===== config.mk =====
export PLATFORM = sky130hd
export DESIGN_NAME = multicycle_control
export DESIGN_NICKNAME = d
export VERILOG_FILES = /design/src/rtl/multicycle_control.sv
export SDC_FILE = /design/constraint.sdc
export NUM_CORES = 1
export LEC_CHECK = 0
export ABC_AREA = 1
export BUFFER_PORTS_ARGS = -buffer_cell sky130_fd_sc_hd__clkbuf_2
export CAP_MARGIN = 40
export CORE_MARGIN = 8
export CORE_UTILIZATION = 30
export DETAILED_ROUTE_END_ITERATION = 7
export HOLD_SLACK_MARGIN = 0.08
export PLACE_DENSITY_LB_ADDON = 0.08
export SLEW_MARGIN = 25
export SYNTH_ARGS = -nofsm -noshare
export SYNTH_HDL_FRONTEND = slang
export SYNTH_SLANG_ARGS = --single-unit
export TNS_END_PERCENT = 10

===== constraint.sdc =====
create_clock -name clk -period 1.5 [get_ports clk]
set_input_delay 0.3 -clock clk [delete_from_list [all_inputs] [get_ports clk]]
set_output_delay 0.3 -clock clk [all_outputs]
set_load 0.02 [all_outputs]

===== src/rtl/multicycle_control.sv =====
// Main sequencing FSM of the multi-cycle RV32I core: fetch/decode/execute/memory/writeback strobes.
// Latency: branch/AUIPC 3, R/I/LUI/store/JAL 4, load/JALR 5 cycles, plus one per cycle of mem_ready low.
// Backpressure: request states hold mem_req/mem_we/adr_src until mem_ready; a watchdog traps after TIMEOUT_CYCLES.
//
// Ports: clk/rst (sync, active-high); opcode, mem_ready, branch_taken in;
//        datapath strobes (pc_write, ir_write, adr_src, mem_req, mem_we, reg_write,
//        alu_src_a/b, result_src, alu_op), instr_done, sticky fault and state_dbg out.
module multicycle_control #(
    parameter int unsigned TIMEOUT_CYCLES = 255,
    parameter int unsigned CNT_W          = 16
) (
    input  logic       clk,
    input  logic       rst,
    input  logic [6:0] opcode,
    input  logic       mem_ready,
    input  logic       branch_taken,
    output logic       pc_write,
    output logic       ir_write,
    output logic       adr_src,
    output logic       mem_req,
    output logic       mem_we,
    output logic       reg_write,
    output logic [1:0] alu_src_a,
    output logic [1:0] alu_src_b,
    output logic [1:0] result_src,
    output logic [1:0] alu_op,
    output logic       instr_done,
    output logic [1:0] fault,
    output logic [3:0] state_dbg
);

    typedef enum logic [3:0] {
        S_FETCH  = 4'd0,
        S_DECODE = 4'd1,
        S_MEMADR = 4'd2,
        S_MEMRD  = 4'd3,
        S_MEMWB  = 4'd4,
        S_MEMWR  = 4'd5,
        S_EXEC_R = 4'd6,
        S_EXEC_I = 4'd7,
        S_ALUWB  = 4'd8,
        S_BRANCH = 4'd9,
        S_JAL    = 4'd10,
        S_JALR   = 4'd11,
        S_LINK   = 4'd12,
        S_LUI    = 4'd13,
        S_TRAP   = 4'd15
    } state_t;

    localparam logic [1:0] FAULT_NONE    = 2'b00;
    localparam logic [1:0] FAULT_ILLEGAL = 2'b01;
    localparam logic [1:0] FAULT_TIMEOUT = 2'b10;
    localparam logic [CNT_W-1:0] TIMEOUT_VAL = CNT_W'(TIMEOUT_CYCLES);

    state_t           state;
    logic [CNT_W-1:0] wait_cnt;
    logic [1:0]       fault_q;
    logic             req_state;
    logic             wait_expired;

    assign req_state    = (state == S_FETCH) || (state == S_MEMRD) || (state == S_MEMWR);
    // Ready in the same cycle as expiry still completes the access.
    assign wait_expired = (wait_cnt == TIMEOUT_VAL) && !mem_ready;

    always_ff @(posedge clk) begin
        if (rst) begin
            state    <= S_FETCH;
            wait_cnt <= '0;
            fault_q  <= FAULT_NONE;
        end else begin
            // Counter only runs while a request is stalled; any other cycle
            // leaves it at zero, so every request state is entered with 0.
            if (req_state && !mem_ready && !wait_expired)
                wait_cnt <= wait_cnt + CNT_W'(1);
            else
                wait_cnt <= '0;

            if (req_state && wait_expired) begin
                state <= S_TRAP;
                if (fault_q == FAULT_NONE)
                    fault_q <= FAULT_TIMEOUT;
            end else begin
                case (state)
                    S_FETCH:  if (mem_ready) state <= S_DECODE;
                    S_DECODE: begin
                        case (opcode)
                            7'b0000011, 7'b0100011: state <= S_MEMADR;
                            7'b0110011:             state <= S_EXEC_R;
                            7'b0010011:             state <= S_EXEC_I;
                            7'b1100011:             state <= S_BRANCH;
                            7'b1101111:             state <= S_JAL;
                            7'b1100111:             state <= S_JALR;
                            7'b0010111:             state <= S_ALUWB;
                            7'b0110111:             state <= S_LUI;
                            default: begin
                                state <= S_TRAP;
                                if (fault_q == FAULT_NONE)
                                    fault_q <= FAULT_ILLEGAL;
                            end
                        endcase
                    end
                    // opcode[5] separates stores (0100011) from loads (0000011).
                    S_MEMADR: state <= opcode[5] ? S_MEMWR : S_MEMRD;
                    S_MEMRD:  if (mem_ready) state <= S_MEMWB;
                    S_MEMWR:  if (mem_ready) state <= S_FETCH;
                    S_MEMWB, S_ALUWB, S_BRANCH: state <= S_FETCH;
                    S_EXEC_R, S_EXEC_I, S_JAL, S_LINK, S_LUI: state <= S_ALUWB;
                    S_JALR:   state <= S_LINK;
                    S_TRAP:   state <= S_TRAP;
                    default:  state <= S_FETCH;
                endcase
            end
        end
    end

    // Strobes decode from state; mem_ready/branch_taken only qualify pc/ir writes.
    // Everything is forced low while rst is high so an in-flight access is dropped at once.
    always_comb begin
        pc_write   = 1'b0;
        ir_write   = 1'b0;
        adr_src    = 1'b0;
        mem_req    = 1'b0;
        mem_we     = 1'b0;
        reg_write  = 1'b0;
        alu_src_a  = 2'b00;
        alu_src_b  = 2'b00;
        result_src = 2'b00;
        alu_op     = 2'b00;
        instr_done = 1'b0;
        fault      = 2'b00;
        state_dbg  = 4'd0;
        if (!rst) begin
            fault     = fault_q;
            state_dbg = state;
            case (state)
                S_FETCH: begin
                    mem_req    = 1'b1;
                    alu_src_b  = 2'b10;
                    result_src = 2'b10;
                    ir_write   = mem_ready;
                    pc_write   = mem_ready;
                end
                S_DECODE: begin
                    alu_src_a = 2'b01;
                    alu_src_b = 2'b01;
                end
                S_MEMADR: begin
                    alu_src_a = 2'b10;
                    alu_src_b = 2'b01;
                end
                S_MEMRD: begin
                    mem_req = 1'b1;
                    adr_src = 1'b1;
                end
                S_MEMWB: begin
                    result_src = 2'b01;
                    reg_write  = 1'b1;
                    instr_done = 1'b1;
                end
                S_MEMWR: begin
                    mem_req    = 1'b1;
                    mem_we     = 1'b1;
                    adr_src    = 1'b1;
                    instr_done = mem_ready;
                end
                S_EXEC_R: begin
                    alu_src_a = 2'b10;
                    alu_op    = 2'b10;
                end
                S_EXEC_I: begin
                    alu_src_a = 2'b10;
                    alu_src_b = 2'b01;
                    alu_op    = 2'b11;
                end
                S_ALUWB: begin
                    reg_write  = 1'b1;
                    instr_done = 1'b1;
                end
                S_BRANCH: begin
                    alu_src_a  = 2'b10;
                    alu_op     = 2'b01;
                    pc_write   = branch_taken;
                    instr_done = 1'b1;
                end
                S_JAL: begin
                    alu_src_a = 2'b01;
                    alu_src_b = 2'b10;
                    pc_write  = 1'b1;
                end
                S_JALR: begin
                    alu_src_a  = 2'b10;
                    alu_src_b  = 2'b01;
                    result_src = 2'b10;
                    pc_write   = 1'b1;
                end
                S_LINK: begin
                    alu_src_a = 2'b01;
                    alu_src_b = 2'b10;
                end
                S_LUI: begin
                    alu_src_a = 2'b11;
                    alu_src_b = 2'b01;
                end
                default: ;
            endcase
        end
    end

endmodule


# After elaboration in Yosys (flattened, before gate mapping)

Cells that the tools add are included.

Register bits after elaboration: 22
Input port bits: 11
Output and inout bits: 21
Logic and storage cells: 96

Eq/ne operators: 28
Bitwise gates (word level): 1
Mux-type cells: 36
Add/sub/neg operators: 1
Reductions and logical operators: 27

Operator list:

| operator                                                                | number |
|---|---|
| 4-bit case mux with 8 select lines                                      | 2 |
| 4-bit equality test (second input constant)                             | 7 |
| 7-bit by 6-bit equality test with 1-bit output (second input constant)  | 3 |
| 7-bit equality test (second input constant)                             | 3 |
| 2-bit 2-to-1 mux                                                        | 10 |
| 4-bit 2-to-1 mux                                                        | 5 |
| 16-bit by 1-bit adder with 16-bit output (second input constant)        | 1 |
| 16-bit by 8-bit equality test with 1-bit output (second input constant) | 1 |
| 4-bit by 3-bit equality test with 1-bit output (second input constant)  | 4 |
| 5-bit OR reduction                                                      | 3 |
| 7-bit by 5-bit equality test with 1-bit output (second input constant)  | 2 |
| 1-bit 2-to-1 mux                                                        | 12 |
| 2-bit case mux with 3 select lines                                      | 2 |
| 2-bit OR reduction                                                      | 6 |
| 3-bit OR reduction                                                      | 4 |
| 3-bit by 2-bit != test with 1-bit output (second input constant)        | 3 |
| 9-bit OR reduction                                                      | 1 |
| 4-bit by 2-bit equality test with 1-bit output (second input constant)  | 2 |
| 2-bit case mux with 2 select lines                                      | 2 |
| 7-bit by 2-bit equality test with 1-bit output (second input constant)  | 1 |
| 3-bit AND reduction                                                     | 2 |
| 4-bit by 1-bit equality test with 1-bit output (second input constant)  | 1 |
| 1-bit logical AND                                                       | 4 |
| 4-bit logical NOT                                                       | 1 |
| 9 further kinds                                                         | 11 |

# Logic depth before layout (Yosys ltp)

Depth after elaboration: 7
Gate-level depth with buffers: 11

# Least setup slack after synthesis

OpenSTA, ideal clock, no wires.

Path kind: register to output
From: reg state[2]
To: out instr_done
Setup slack: -117 ps
Cell stages (with the launch flop): 7
Data arrival time: 1317 ps
Data required time: 1200 ps
Path through: dfxtp_1 -> inv_2 -> nor2_2 -> nand3_1 -> nor2_1 -> nand2_1 -> o21ai_0

Cells in the longest elaborated chain, start to end: 4
Elaborated cells between the ends (all ways): 7

Ends and longest elaborated chain:

| item                                                                                         | line | RTL |
|---|---|---|
| start: declaration                                                                           | 55   | `state_t state;` |
| start signal: assignment                                                                     | 103  | `S_MEMADR: state <= opcode[5] ? S_MEMWR : S_MEMRD;` |
| 4-bit equality test / 4-bit by 3-bit equality test with 1-bit output (equally long branches) | 135  | `case (state)` |
| 3-bit OR reduction (no line)                                                                 | --   |  |
| 1-bit case mux with 2 select lines *                                                         | 135  |  |
| 1-bit 2-to-1 mux *                                                                           | 132  | `if (!rst) begin` |
| end: declaration                                                                             | 27   | `output logic instr_done,` |

Mark *: on every way between the ends. The rest lies on a longest branch, timed or not.

# Final worst setup path

From: reg state[3]
To: out alu_src_a[0]

Cells in the longest elaborated chain, start to end: 4
Elaborated cells between the ends (all ways): 13

Ends and longest elaborated chain:

| item                                                                      | line | RTL |
|---|---|---|
| 4-bit equality test, or another cell as far along                         | 135  |  |
| 5-bit OR reduction (no line) / 3-bit OR reduction (equally long branches) | --   |  |
| 2-bit case mux with 3 select lines *                                      | 135  |  |
| 2-bit 2-to-1 mux *                                                        | 132  |  |
| end: declaration                                                          | 23   | `output logic [1:0] alu_src_a,` |

Marks and branches as above.

==> flow_metrics.tcl <==
set metrics [dict create \
    status "finished with violations" \
    violations "negative setup slack" \
    fin_util 0.453 \
    antenna_found_initial 0 \
    die_area_mm2 0.00763 \
    p_int_w 0.00170 \
    fmax_mhz 599 \
    yosysWarnings 0 \
    synth_top_family_by_area "simple AND/OR/NAND/NOR gates" \
    crit_end "alu_src_a[0]" \
    min_path_type "reg -> reg" \
    cts_sinks 22 \
    grt_pass1_vias 1698 \
    routed-wl-met2_um 2040 \
    syn_inst 259 \
    yosys.area_share.simple 0.451 \
    drive_above_1_share 0.351 \
    grt_overflow 0 \
    routed-wl-met3_um 69 \
    die_w_um 87.4 \
    grt_max_degree 17 \
    nNetsFinal 332 \
    slew_violations 0 \
    fin_ws_ns -0.170 \
    rsz0062_at_grt "yes" \
    ys_seq_elements 22 \
    power.leakage_nw 0.988 \
    slew-limit-headroom 0.813 \
    totalPowerFinal_w 0.00291 \
    io_pins 32 \
    synth_compound_area_frac 0.0999 \
    synthMuxAreaShare 0 \
    ys_seq_area_frac 0.288 \
    r2r-end "wait_cnt[14]$_SDFF_PP0_" \
    clkLatencyLatePin_ns 0.26 \
    fp.coreArea_mm2 0.00501 \
    routed_wl_um 4140 \
    hold_viol 0 \
    drc 0 \
    numCtsBuffers 3 \
    die_h_um 87.4 \
    max_slew.worst_pin.slew_ns 0.280 \
    max_stage_delay_ns 0.38 \
    path_delay_family "flip-flops" \
    r2r_start "wait_cnt[0]$_SDFF_PP0_" \
    synth_adder_area_share 0.00819 \
    mostFrequentLayoutCells "51 x nor2_1, 49 x nand2_1, 35 x buf_4, 34 x inv_1, 18 x dfxtp_1" \
    finalCriticalPeriod_ns 1.67 \
    reg2reg_slack_ns 0.09 \
    initialDrtViolationCount 59 \
    path_class "reg -> out" \
    path_buf_inv 3 \
    gp_congestion 0.789 \
    power.density_mw_per_mm2 1280 \
    path_cells "nand2_1, nor2_1, buf_4, o31ai_2, inv_1, buf_2" \
    dpl.hpwl_um 3380 \
    cts_tree "yes" \
    fin_skew_ns 0.00146 \
    crit_arrival_ns 1.37 \
    crit_start "state[3]$_SDFFE_PP0P_" \
    synth_area_mm2 0.00153 \
    peakVddDrop_v 0.000748 \
    portBuffers 31 \
    end_kind "output port" \
    cts-hold-fix-buffers 0 \
    cts.clk_slew.worst_paths_ns 0.08 \
    r2r_cells 9 \
    p_switching_w 0.00121 \
    avgSynthCellArea_um2 5.90 \
    slowest_stage "dfxtp_4" \
    cp-start-kind "flop" \
    sw_frac_of_total 0.415 \
    grt_pass1_wl_um 7130 \
    synthXorXnorAreaFrac 0.0344 \
    wl_met1_um 1990 \
    clockPowerShare 0.190 \
    num_rows 26 \
    path_depth 6 \
    syn-num-nets 271 \
    drtPass1Iterations 4 \
    setup_violations 15 \
    fin_crit_sh 1.11 \
    drv_cap 0 \
    diodes 0 \
    power_frac_comb 0.547 \
    initial_utilization 0.305 \
    ant_nets 0 \
    via_per_inst 4.52 \
    crit_required_ns 1.20 \
    area_growth_pct 48.4 \
    htreeDepth 1 \
    path_max_fanout 5 \
    grtUsageTotal 0.113 \
    clk_path_buf_depth 2 \
    top_layer "met4" \
    wire_per_inst_um 10.7 \
    layout_commonest_cell "nor2_1" \
    yosys.cell_types.count 30 \
    power_frac_seq 0.263 \
    root_buffer "clkbuf_8" \
    vias 1760 \
]
flip-flops by register name (all words and copies together) (netlist names):
name and cells:
fault_q 2, state 4, wait_cnt 16
repair_timing:
action	in CTS	in global routing
endpoints found under the setup margin	17	21
pin swaps	4	6
setup buffers	1	2
resized for setup	43	47
cell usage after synthesis (all sizes together):
| cell type | count | share of area |
|---|---|---|
| inv | 43 | 0.11 |
| a22oi | 1 | 0.0049 |
| buf | 2 | 0.0098 |
| dfxtp | 22 | 0.29 |
| nand2 | 58 | 0.15 |
| a21oi | 13 | 0.048 |
| clkbuf | 1 | 0.0025 |
| nor3 | 11 | 0.036 |
| ha | 1 | 0.0082 |
| nand4 | 6 | 0.034 |
| o21ai | 6 | 0.020 |
| nand3 | 17 | 0.059 |
| o2111ai | 1 | 0.0057 |
| nor3b | 1 | 0.0049 |
| xnor2 | 1 | 0.0057 |
| o21bai | 1 | 0.0049 |
| o22ai | 1 | 0.0041 |
| xor2 | 5 | 0.029 |
| a31oi | 2 | 0.0082 |
| o31ai | 1 | 0.0049 |
| nor2 | 65 | 0.17 |
kinds of logic (layout without fill, tap and decap cells):
family / Yosys count / after routing
xor+xnor: 6 / 6
fa+ha+maj: 1 / 1
flops: 22 / 22
simple gates: 158 / 158
buf+inv: 46 / 106
compound gates: 26 / 26
tightest hold or removal path: stages, from the launching register on:
cell     delay [ns]
dfxtp_1        0.33
nand2_1        0.06
a21oi_1        0.05
metal layers:
layer,up-vias,GRT usage
met5,-,0
met1,804,0.140
li1,933,-
met3,2,0.00755
met2,21,0.196
met4,0,0.0422
final cells by class:
type,instances,area [µm²]
Multi-Input combinational cell,191,1040
Inverter,43,171
Fill cell,543,2740
Tap cell,70,87.6
Sequential cell,22,453
Timing Repair Buffer,59,444
Clock inverter,1,30.0
Clock buffer,3,41.3
through the flow:
stage	std cells	setup slack, ns	TNS, ns	area [µm²]	hold slack (ns)
CTS	387	-0.173	-1.85	2140	0.482
global route	389	-0.308	-3.38	2270	0.511
detailed placement	382	-0.0533	-0.149	1960	0.468
finish	389	-0.170	-1.91	2270	0.482
floorplan	259	-0.0204	-0.0214	1530	0.417
global placement	382	-0.0637	-0.187	1960	0.469
power groups by stage:
stage | combinational, W | sequential, W | clock (W)
2_1_floorplan | 0.000790 | 0.000705 | 0
3_3_place_gp | 0.00129 | 0.000717 | 0
3_5_place_dp | 0.00127 | 0.000719 | 0
4_1_cts | 0.00141 | 0.000742 | 0.000561
5_1_grt | 0.00176 | 0.000776 | 0.000589
6_report | 0.00159 | 0.000766 | 0.000554
how the worst min path moves through the flow:
stage	slack [ns]	cells past startpoint	startpoint	endpoint
floorplan	0.42	1	wait_cnt[0]$_SDFF_PP0_	wait_cnt[0]$_SDFF_PP0_
global placement	0.47	2	wait_cnt[13]$_SDFF_PP0_	wait_cnt[13]$_SDFF_PP0_
detailed placement	0.47	2	wait_cnt[8]$_SDFF_PP0_	wait_cnt[8]$_SDFF_PP0_
CTS	0.48	2	wait_cnt[8]$_SDFF_PP0_	wait_cnt[8]$_SDFF_PP0_
global route	0.51	2	wait_cnt[8]$_SDFF_PP0_	wait_cnt[8]$_SDFF_PP0_
finish	0.48	2	wait_cnt[8]$_SDFF_PP0_	wait_cnt[8]$_SDFF_PP0_
Note: power is estimated with default switching activity, not from simulation.
